**src/rtl/oled_pkg.sv**
```systemverilog
// Shared types and constants for the OLED SPI scheduler: state encoding,
// SSD1306 init command string, D/C encodings and GRAM clear geometry.
package oled_pkg;

    typedef enum logic [3:0] {
        ST_RST_LOW    = 4'd0,
        ST_RST_WAIT   = 4'd1,
        ST_INIT_ISSUE = 4'd2,
        ST_INIT_WAIT  = 4'd3,
        ST_CLR_ISSUE  = 4'd4,
        ST_CLR_WAIT   = 4'd5,
        ST_IDLE       = 4'd6,
        ST_USR_ISSUE  = 4'd7,
        ST_USR_WAIT   = 4'd8
    } state_e;

    localparam int INIT_LEN = 25;

    localparam logic [7:0] INIT_ROM [0:INIT_LEN-1] = '{
        8'hAE, 8'hD5, 8'h80, 8'hA8, 8'h3F, 8'hD3, 8'h00, 8'h40, 8'h8D,
        8'h14, 8'h20, 8'h02, 8'hA1, 8'hC8, 8'hDA, 8'h12, 8'h81, 8'hCF,
        8'hD9, 8'hF1, 8'hDB, 8'h40, 8'hA4, 8'hA6, 8'hAF
    };

    localparam logic DC_CMD  = 1'b0;
    localparam logic DC_DATA = 1'b1;

    localparam int CLR_PAGES = 8;
    localparam int CLR_COLS  = 128;

    // Clear phase 0..2 are the page/column address commands, phase 3 streams zeros
    localparam logic [1:0] CLR_DATA_PHASE = 2'd3;

    function automatic logic [7:0] clr_cmd_byte(input logic [1:0] phase, input logic [2:0] page);
        logic [7:0] b;
        case (phase)
            2'd0:    b = 8'hB0 | {5'd0, page};
            2'd1:    b = 8'h00;
            2'd2:    b = 8'h10;
            default: b = 8'h00;
        endcase
        return b;
    endfunction

endpackage

```
**src/rtl/oled_init_rom.sv**
```systemverilog
// Combinational lookup of the SSD1306 init command string by 5-bit index.
module oled_init_rom
    import oled_pkg::*;
(
    input  logic [4:0] idx,
    output logic [7:0] rom_byte
);

    // Indices past the end of the string read as zero
    always_comb begin
        rom_byte = 8'h00;
        if (idx < 5'(INIT_LEN)) begin
            rom_byte = INIT_ROM[idx];
        end else begin
            rom_byte = 8'h00;
        end
    end

endmodule

```
**src/rtl/oled_spi_sched.sv**
```systemverilog
// Byte scheduler above the OLED SPI byte writer: panel reset, init string,
// optional GRAM clear (macro OLED_CLEAR_EN), then one valid/ready client.
module oled_spi_sched
    import oled_pkg::*;
#(
    parameter int RST_LOW_CYC  = 10000,
    parameter int RST_WAIT_CYC = 10000
) (
    input  logic       clk,
    input  logic       rst_n,
    input  logic       req_valid,
    input  logic       req_dc,
    input  logic [7:0] req_data,
    output logic       req_ready,
    input  logic       write_done,
    output logic       ena_write,
    output logic [7:0] data,
    output logic       oled_res,
    output logic       oled_dc,
    output logic       init_done
);

    localparam int RST_MAX = (RST_LOW_CYC > RST_WAIT_CYC) ? RST_LOW_CYC : RST_WAIT_CYC;
    localparam int CNT_W   = $clog2(RST_MAX + 1);
    localparam logic [CNT_W-1:0] LOW_LAST  = CNT_W'(RST_LOW_CYC - 1);
    localparam logic [CNT_W-1:0] WAIT_LAST = CNT_W'(RST_WAIT_CYC - 1);
    localparam logic [CNT_W-1:0] CNT_ONE   = CNT_W'(1);
    localparam logic [CNT_W-1:0] CNT_ZERO  = CNT_W'(0);
    localparam logic [4:0]       IDX_LAST  = 5'(INIT_LEN - 1);

    state_e           state_r, state_s;
    logic [CNT_W-1:0] cnt_r, cnt_s;
    logic [4:0]       idx_r, idx_s;
    logic [7:0]       rom_byte_s, data_s;
    logic             dc_s, accept_s, issue_s;
`ifdef OLED_CLEAR_EN
    logic [1:0]       clr_phase_r, clr_phase_s;
    logic [6:0]       col_r, col_s;
    logic [2:0]       page_r, page_s;
`endif

    oled_init_rom u_init_rom (
        .idx      (idx_s),
        .rom_byte (rom_byte_s)
    );

    assign accept_s = req_valid & req_ready;
    assign issue_s  = (state_s == ST_INIT_ISSUE) | (state_s == ST_CLR_ISSUE) |
                      (state_s == ST_USR_ISSUE);

    // Next-state, reset counter and sequence index logic
    always_comb begin
        state_s = state_r;
        cnt_s   = cnt_r;
        idx_s   = idx_r;
`ifdef OLED_CLEAR_EN
        clr_phase_s = clr_phase_r;
        col_s       = col_r;
        page_s      = page_r;
`endif
        case (state_r)
            ST_RST_LOW: begin
                if (cnt_r == LOW_LAST) begin
                    state_s = ST_RST_WAIT;
                    cnt_s   = CNT_ZERO;
                end else begin
                    cnt_s = cnt_r + CNT_ONE;
                end
            end
            ST_RST_WAIT: begin
                if (cnt_r == WAIT_LAST) begin
                    state_s = ST_INIT_ISSUE;
                    cnt_s   = CNT_ZERO;
                    idx_s   = 5'd0;
                end else begin
                    cnt_s = cnt_r + CNT_ONE;
                end
            end
            ST_INIT_ISSUE: state_s = ST_INIT_WAIT;
            ST_INIT_WAIT: begin
                if (write_done) begin
                    if (idx_r == IDX_LAST) begin
`ifdef OLED_CLEAR_EN
                        state_s     = ST_CLR_ISSUE;
                        clr_phase_s = 2'd0;
                        col_s       = 7'd0;
                        page_s      = 3'd0;
`else
                        state_s = ST_IDLE;
`endif
                    end else begin
                        idx_s   = idx_r + 5'd1;
                        state_s = ST_INIT_ISSUE;
                    end
                end else begin
                    state_s = ST_INIT_WAIT;
                end
            end
`ifdef OLED_CLEAR_EN
            ST_CLR_ISSUE: state_s = ST_CLR_WAIT;
            ST_CLR_WAIT: begin
                if (!write_done) begin
                    state_s = ST_CLR_WAIT;
                end else if (clr_phase_r != CLR_DATA_PHASE) begin
                    clr_phase_s = clr_phase_r + 2'd1;
                    state_s     = ST_CLR_ISSUE;
                end else if (col_r == 7'(CLR_COLS - 1)) begin
                    // Page end: column and page both wrap, page only after the last page
                    col_s       = 7'd0;
                    page_s      = page_r + 3'd1;
                    clr_phase_s = 2'd0;
                    state_s     = (page_r == 3'(CLR_PAGES - 1)) ? ST_IDLE : ST_CLR_ISSUE;
                end else begin
                    col_s   = col_r + 7'd1;
                    state_s = ST_CLR_ISSUE;
                end
            end
`endif
            ST_IDLE: begin
                if (accept_s) begin
                    state_s = ST_USR_ISSUE;
                end else begin
                    state_s = ST_IDLE;
                end
            end
            ST_USR_ISSUE: state_s = ST_USR_WAIT;
            ST_USR_WAIT: begin
                if (write_done) begin
                    state_s = ST_IDLE;
                end else begin
                    state_s = ST_USR_WAIT;
                end
            end
            default: state_s = ST_RST_LOW;
        endcase
    end

    // Byte and D/C for the next issue; held otherwise so the writer sees stable values
    always_comb begin
        data_s = data;
        dc_s   = oled_dc;
        if (state_s == ST_INIT_ISSUE) begin
            data_s = rom_byte_s;
            dc_s   = DC_CMD;
        end
`ifdef OLED_CLEAR_EN
        else if (state_s == ST_CLR_ISSUE) begin
            if (clr_phase_s == CLR_DATA_PHASE) begin
                data_s = 8'h00;
                dc_s   = DC_DATA;
            end else begin
                data_s = clr_cmd_byte(clr_phase_s, page_s);
                dc_s   = DC_CMD;
            end
        end
`endif
        else if (accept_s) begin
            data_s = req_data;
            dc_s   = req_dc;
        end else begin
            data_s = data;
            dc_s   = oled_dc;
        end
    end

    // State, counters and registered outputs
    always_ff @(posedge clk or negedge rst_n) begin
        if (!rst_n) begin
            state_r   <= ST_RST_LOW;
            cnt_r     <= CNT_ZERO;
            idx_r     <= 5'd0;
            data      <= 8'h00;
            oled_dc   <= 1'b0;
            ena_write <= 1'b0;
            oled_res  <= 1'b0;
            req_ready <= 1'b0;
            init_done <= 1'b0;
        end else begin
            state_r   <= state_s;
            cnt_r     <= cnt_s;
            idx_r     <= idx_s;
            data      <= data_s;
            oled_dc   <= dc_s;
            ena_write <= issue_s;
            oled_res  <= (state_s != ST_RST_LOW);
            req_ready <= (state_s == ST_IDLE);
            init_done <= init_done | (state_s == ST_IDLE);
        end
    end

`ifdef OLED_CLEAR_EN
    // GRAM clear position
    always_ff @(posedge clk or negedge rst_n) begin
        if (!rst_n) begin
            clr_phase_r <= 2'd0;
            col_r       <= 7'd0;
            page_r      <= 3'd0;
        end else begin
            clr_phase_r <= clr_phase_s;
            col_r       <= col_s;
            page_r      <= page_s;
        end
    end
`endif

endmodule

```
**config.mk**
```make
export PLATFORM = sky130hd
export DESIGN_NAME = oled_spi_sched
export DESIGN_NICKNAME = d
export VERILOG_FILES = /design/src/rtl/oled_pkg.sv /design/src/rtl/oled_init_rom.sv /design/src/rtl/oled_spi_sched.sv
export SDC_FILE = /design/constraint.sdc
export NUM_CORES = 1
export LEC_CHECK = 0
export BUFFER_PORTS_ARGS = -buffer_cell sky130_fd_sc_hd__buf_2
export CAP_MARGIN = 20
export CORE_ASPECT_RATIO = 1.1
export CORE_MARGIN = 5
export CORE_UTILIZATION = 53
export CTS_CLUSTER_DIAMETER = 50
export DETAILED_ROUTE_END_ITERATION = 10
export HOLD_SLACK_MARGIN = 0.1
export PLACE_DENSITY_LB_ADDON = 0.05
export SETUP_SLACK_MARGIN = 0.3
export SYNTH_ARGS = -nofsm -noshare
export SYNTH_HDL_FRONTEND = slang
export SYNTH_SLANG_ARGS = --single-unit
export TNS_END_PERCENT = 50
```
**constraint.sdc**
```tcl
create_clock -name clk -period 3.2 [get_ports clk]
set_input_delay 0.64 -clock clk [delete_from_list [all_inputs] [get_ports clk]]
set_output_delay 0.64 -clock clk [all_outputs]
set_load 0.005 [all_outputs]
```
==> key figures <==
STA
  • Setup TNS: 0 ps
  • # setup viols final: 0
  • Least-Margin Pin Slew: 805 ps
  • Hold Vio Cnt, Final: 0
  • Post-layout minimum cycle time: 2780 ps
  • RSZ-0062 raised after global routing: false
  • Relative slew margins: 0.464
  • Fmax: 360 MHz
  • Pins Over Slew Limit: 0
  • Fin crit share: 0.867
  • Clock skew: 7.07 ps

Global route
  • Vias in the first global route: 2191
  • Largest net degree at the start of global routing: 37
  • Initial antenna violation count: 0
  • GR Util All Layers: 0.224
  • First-pass GRT wire length: 10500 µm
  • Grt total ovfl: 0

Hold path
  • Hold WC Path Type: in -> async

Floorplanning
  • Chip Width: 74.6 µm
  • Core area: 0.00438 mm²
  • Boundary Pins: 26
  • Initial Utilization: 0.555
  • Die Y: 81.0 µm
  • Placement row count: 25
  • Die ar.: 0.00604 mm²

Yosys
  • Mapped Nets: 304
  • Synth area leader: dfrtp_1
  • Post-synth EDFFs: 0
  • Register area share after synthesis: 0.371
  • Post-synth top cells: dfrtp_1 (36), nand2_1 (28), nor2_1 (28), o21ai_0 (19), nand3_1 (18)
  • Post-synth ARST share: 1.00
  • Seq cells post-synth: 36
  • Synth top area cells: dfrtp_1 (37%), ha_1 (4.6%), nand2_1 (4.3%), nor2_1 (4.3%), o21ai_0 (3.9%)
  • Most numerous cell in the Yosys netlist: dfrtp_1
  • Cells after synthesis: 282
  • Yosys top cell area share: 0.371
  • Post-synthesis cell area: 0.00243 mm²
  • Yosys warning total: 0
  • Main synth FF type: dfrtp_1
  • Average footprint of a synthesized cell: 8.62 µm²
  • Post-synth cell types: 59

Setup path
  • Max FO, Critical Path: 7
  • Crit path buf inv count: 2
  • Type of origin of the critical path: register
  • FF-to-FF path depth: 11
  • Cell repeated most along the worst path: a21oi_2
  • R2R Path Start: cnt_r[7]
  • Stages on the worst setup path: 11
  • CP max stage delay: 580 ps
  • Slowest-stage cell, CP: or4bb_4
  • Worst path cell trace: or4bb_4 > o41ai_4 > a21oi_2 > a21oi_2 > buf_4 > ha_4 > inv_1 > or3_1 > o2111ai_1 > o32ai_1 > a21oi_1
  • Reg-to-Reg End: data[3]
  • CP top delay family: simple AND/OR/NAND/NOR gates
  • Critical Path RT: 3420 ps
  • Worst setup EP type: register
  • Worst setup path class: reg -> reg
  • Critical Path AT: 3000 ps
  • Reg-to-reg slack, setup: 420 ps

Route
  • Routed len/inst: 16.8 µm
  • Vias/cell: 6.11
  • # DRC: 0
  • Starting DRC count in detailed routing: 262
  • Via count: 2290
  • Routed Wire Length: 6290 µm
  • Initial DRT Pass Iterations: 5
  • Post-route ant nets: 0

Power
  • Share of power burned in the clock network: 0.459
  • Net Sw Frac: 0.211
  • Worst vdd ir: 0.000169 V
  • Logic pwr share: 0.022
  • Leak: 1.30 nW
  • Flop pwr share: 0.519
  • Cell Int Power: 0.691 mW
  • Cell Pwr Density: 302 mW/mm²
  • Net Sw Power: 0.185 mW

Cells and area
  • NumNets Final: 342
  • Layout area overhead: 19.2%
  • Layout cells sized above 1: 0.252
  • Final instance area: 0.00290 mm²
  • Ant. Diodes: 0
  • Post-Layout Cell Count: 375
  • Fillers: 359
  • Area occupied by multi-input gates: 0.00149 mm²
  • Seq. cell area: 902 µm²

Clock tree
  • Clock buffer count from CTS: 5
  • CTS root buf: clkbuf_8
  • Clk buf depth: 2
  • Reg clk slew, reported paths: 80 ps
  • Hold buffers post-CTS: 0
  • Clk_lat worst skew: 290 ps
  • Htree depth: 2
  • Clock sinks: 36
  • CTS tree: built

Placed design
  • Final Wtd Congestion: 0.867
  • Placed Area: 0.00265 mm²
  • Placed cell count: 359
  • Post-DP HPWL: 4500 µm
  • Port Buffers: 25

Run
  • Max Cap Viol: 0

Run status
  • Status: completed
## through the flow
| stage | setup slack [ps] | power (mW) | hold slack, ps | utilization |
|---|---|---|---|---|
| 2_1_floorplan | 314 | 0.466 | 344 | - |
| 6_report | 424 | 0.876 | 437 | 0.661 |
| 3_5_place_dp | 131 | 0.483 | 511 | 0.605 |
| 4_1_cts | 308 | 0.884 | 468 | 0.645 |
| 3_3_place_gp | 277 | 0.483 | 449 | 0.605 |
| 5_1_grt | 287 | 0.909 | 507 | 0.661 |
## flip-flops by register name, indices dropped and copies added, names as in the netlist
register / count
ena_write: 1
oled_res: 1
init_done: 1
idx_r: 5
oled_dc: 1
req_ready: 1
data: 8
cnt_r: 14
state_r: 4
## power groups by stage
stage | registers [mW] | clock network [mW] | logic (mW)
3_5_place_dp | 0.464 | 0 | 0.0197
4_1_cts | 0.454 | 0.410 | 0.0198
3_3_place_gp | 0.464 | 0 | 0.0197
5_1_grt | 0.454 | 0.433 | 0.0221
2_1_floorplan | 0.464 | 0 | 0.00242
6_report | 0.455 | 0.402 | 0.0190
## cells by family after synthesis
kind of cell / Yosys count / share of synthesized area
and+or+nand+nor: 119 / 0.250
AOI/OAI and AO/OA: 77 / 0.232
DFF: 36 / 0.371
buffers and inverters: 27 / 0.0474
xor gates and xnor gates: 10 / 0.0360
adders and majority gates: 9 / 0.0463
muxes: 4 / 0.0175
## how the worst max path moves through the flow
stage                   from  endpoint  slack (ps)
detailed placement  cnt_r[0]   data[1]         130
CTS                 cnt_r[0]   data[3]         310
global placement    cnt_r[0]   data[1]         280
global route        cnt_r[7]   data[3]         290
floorplan           cnt_r[0]   data[1]         310
finish              cnt_r[7]   data[3]         420
## worst reg2reg max path, stage by stage, from the launching register on
cell	delay [ps]
dfrtp_1	460
or4bb_4	580
o41ai_4	340
a21oi_2	100
a21oi_2	150
buf_4	170
ha_4	140
inv_1	80
or3_1	380
o2111ai_1	100
o32ai_1	90
a21oi_1	120
## final cells by class
class / count / share of cell area
well taps: 54 / 0.0233
flip-flops and latches: 36 / 0.311
clock buffers: 5 / 0.0238
inverters: 13 / 0.0168
clock inverters: 3 / 0.0147
multi-input cells: 219 / 0.515
repair buffers: 45 / 0.0950
## per-layer routing
metal  routed length (µm)  global-route usage
met3                  277              0.0458
met2                 3120               0.370
met5                    0                   0
met4                  136              0.0783
met1                 2760               0.289
## repair_timing
item / 4_1_cts / 5_1_grt
endpoints found under the hold margin: 0 / 0
pin swaps: 2 / 2
setup buffers: 3 / 5
gates resized for setup: 8 / 8
setup endpoints to repair: 4 / 6
gates cloned: 0 / 0
## layout by cell type, fill, tap and decap left out, types with 3 or more instances in the layout
cell       count
nor2b_1        3
buf_4         20
ha_4           3
o211ai_1       4
nand2_1       27
or3_1          4
o31ai_1        3
nor3_1         6
a211oi_2       3
and2_1         4
buf_2         25
ha_1           6
a21oi_1       15
o2111ai_1      3
clkbuf_8       5
inv_1         11
nor4_1         4
nand2b_1       3
o32ai_1        4
xor2_1         5
o21ai_0       18
a31oi_1        3
xnor2_1        5
nor2_1        28
nand4_1        7
nand3_1       18
dfrtp_1       35
o21a_1         3
Power figures use the tool's default switching activity.
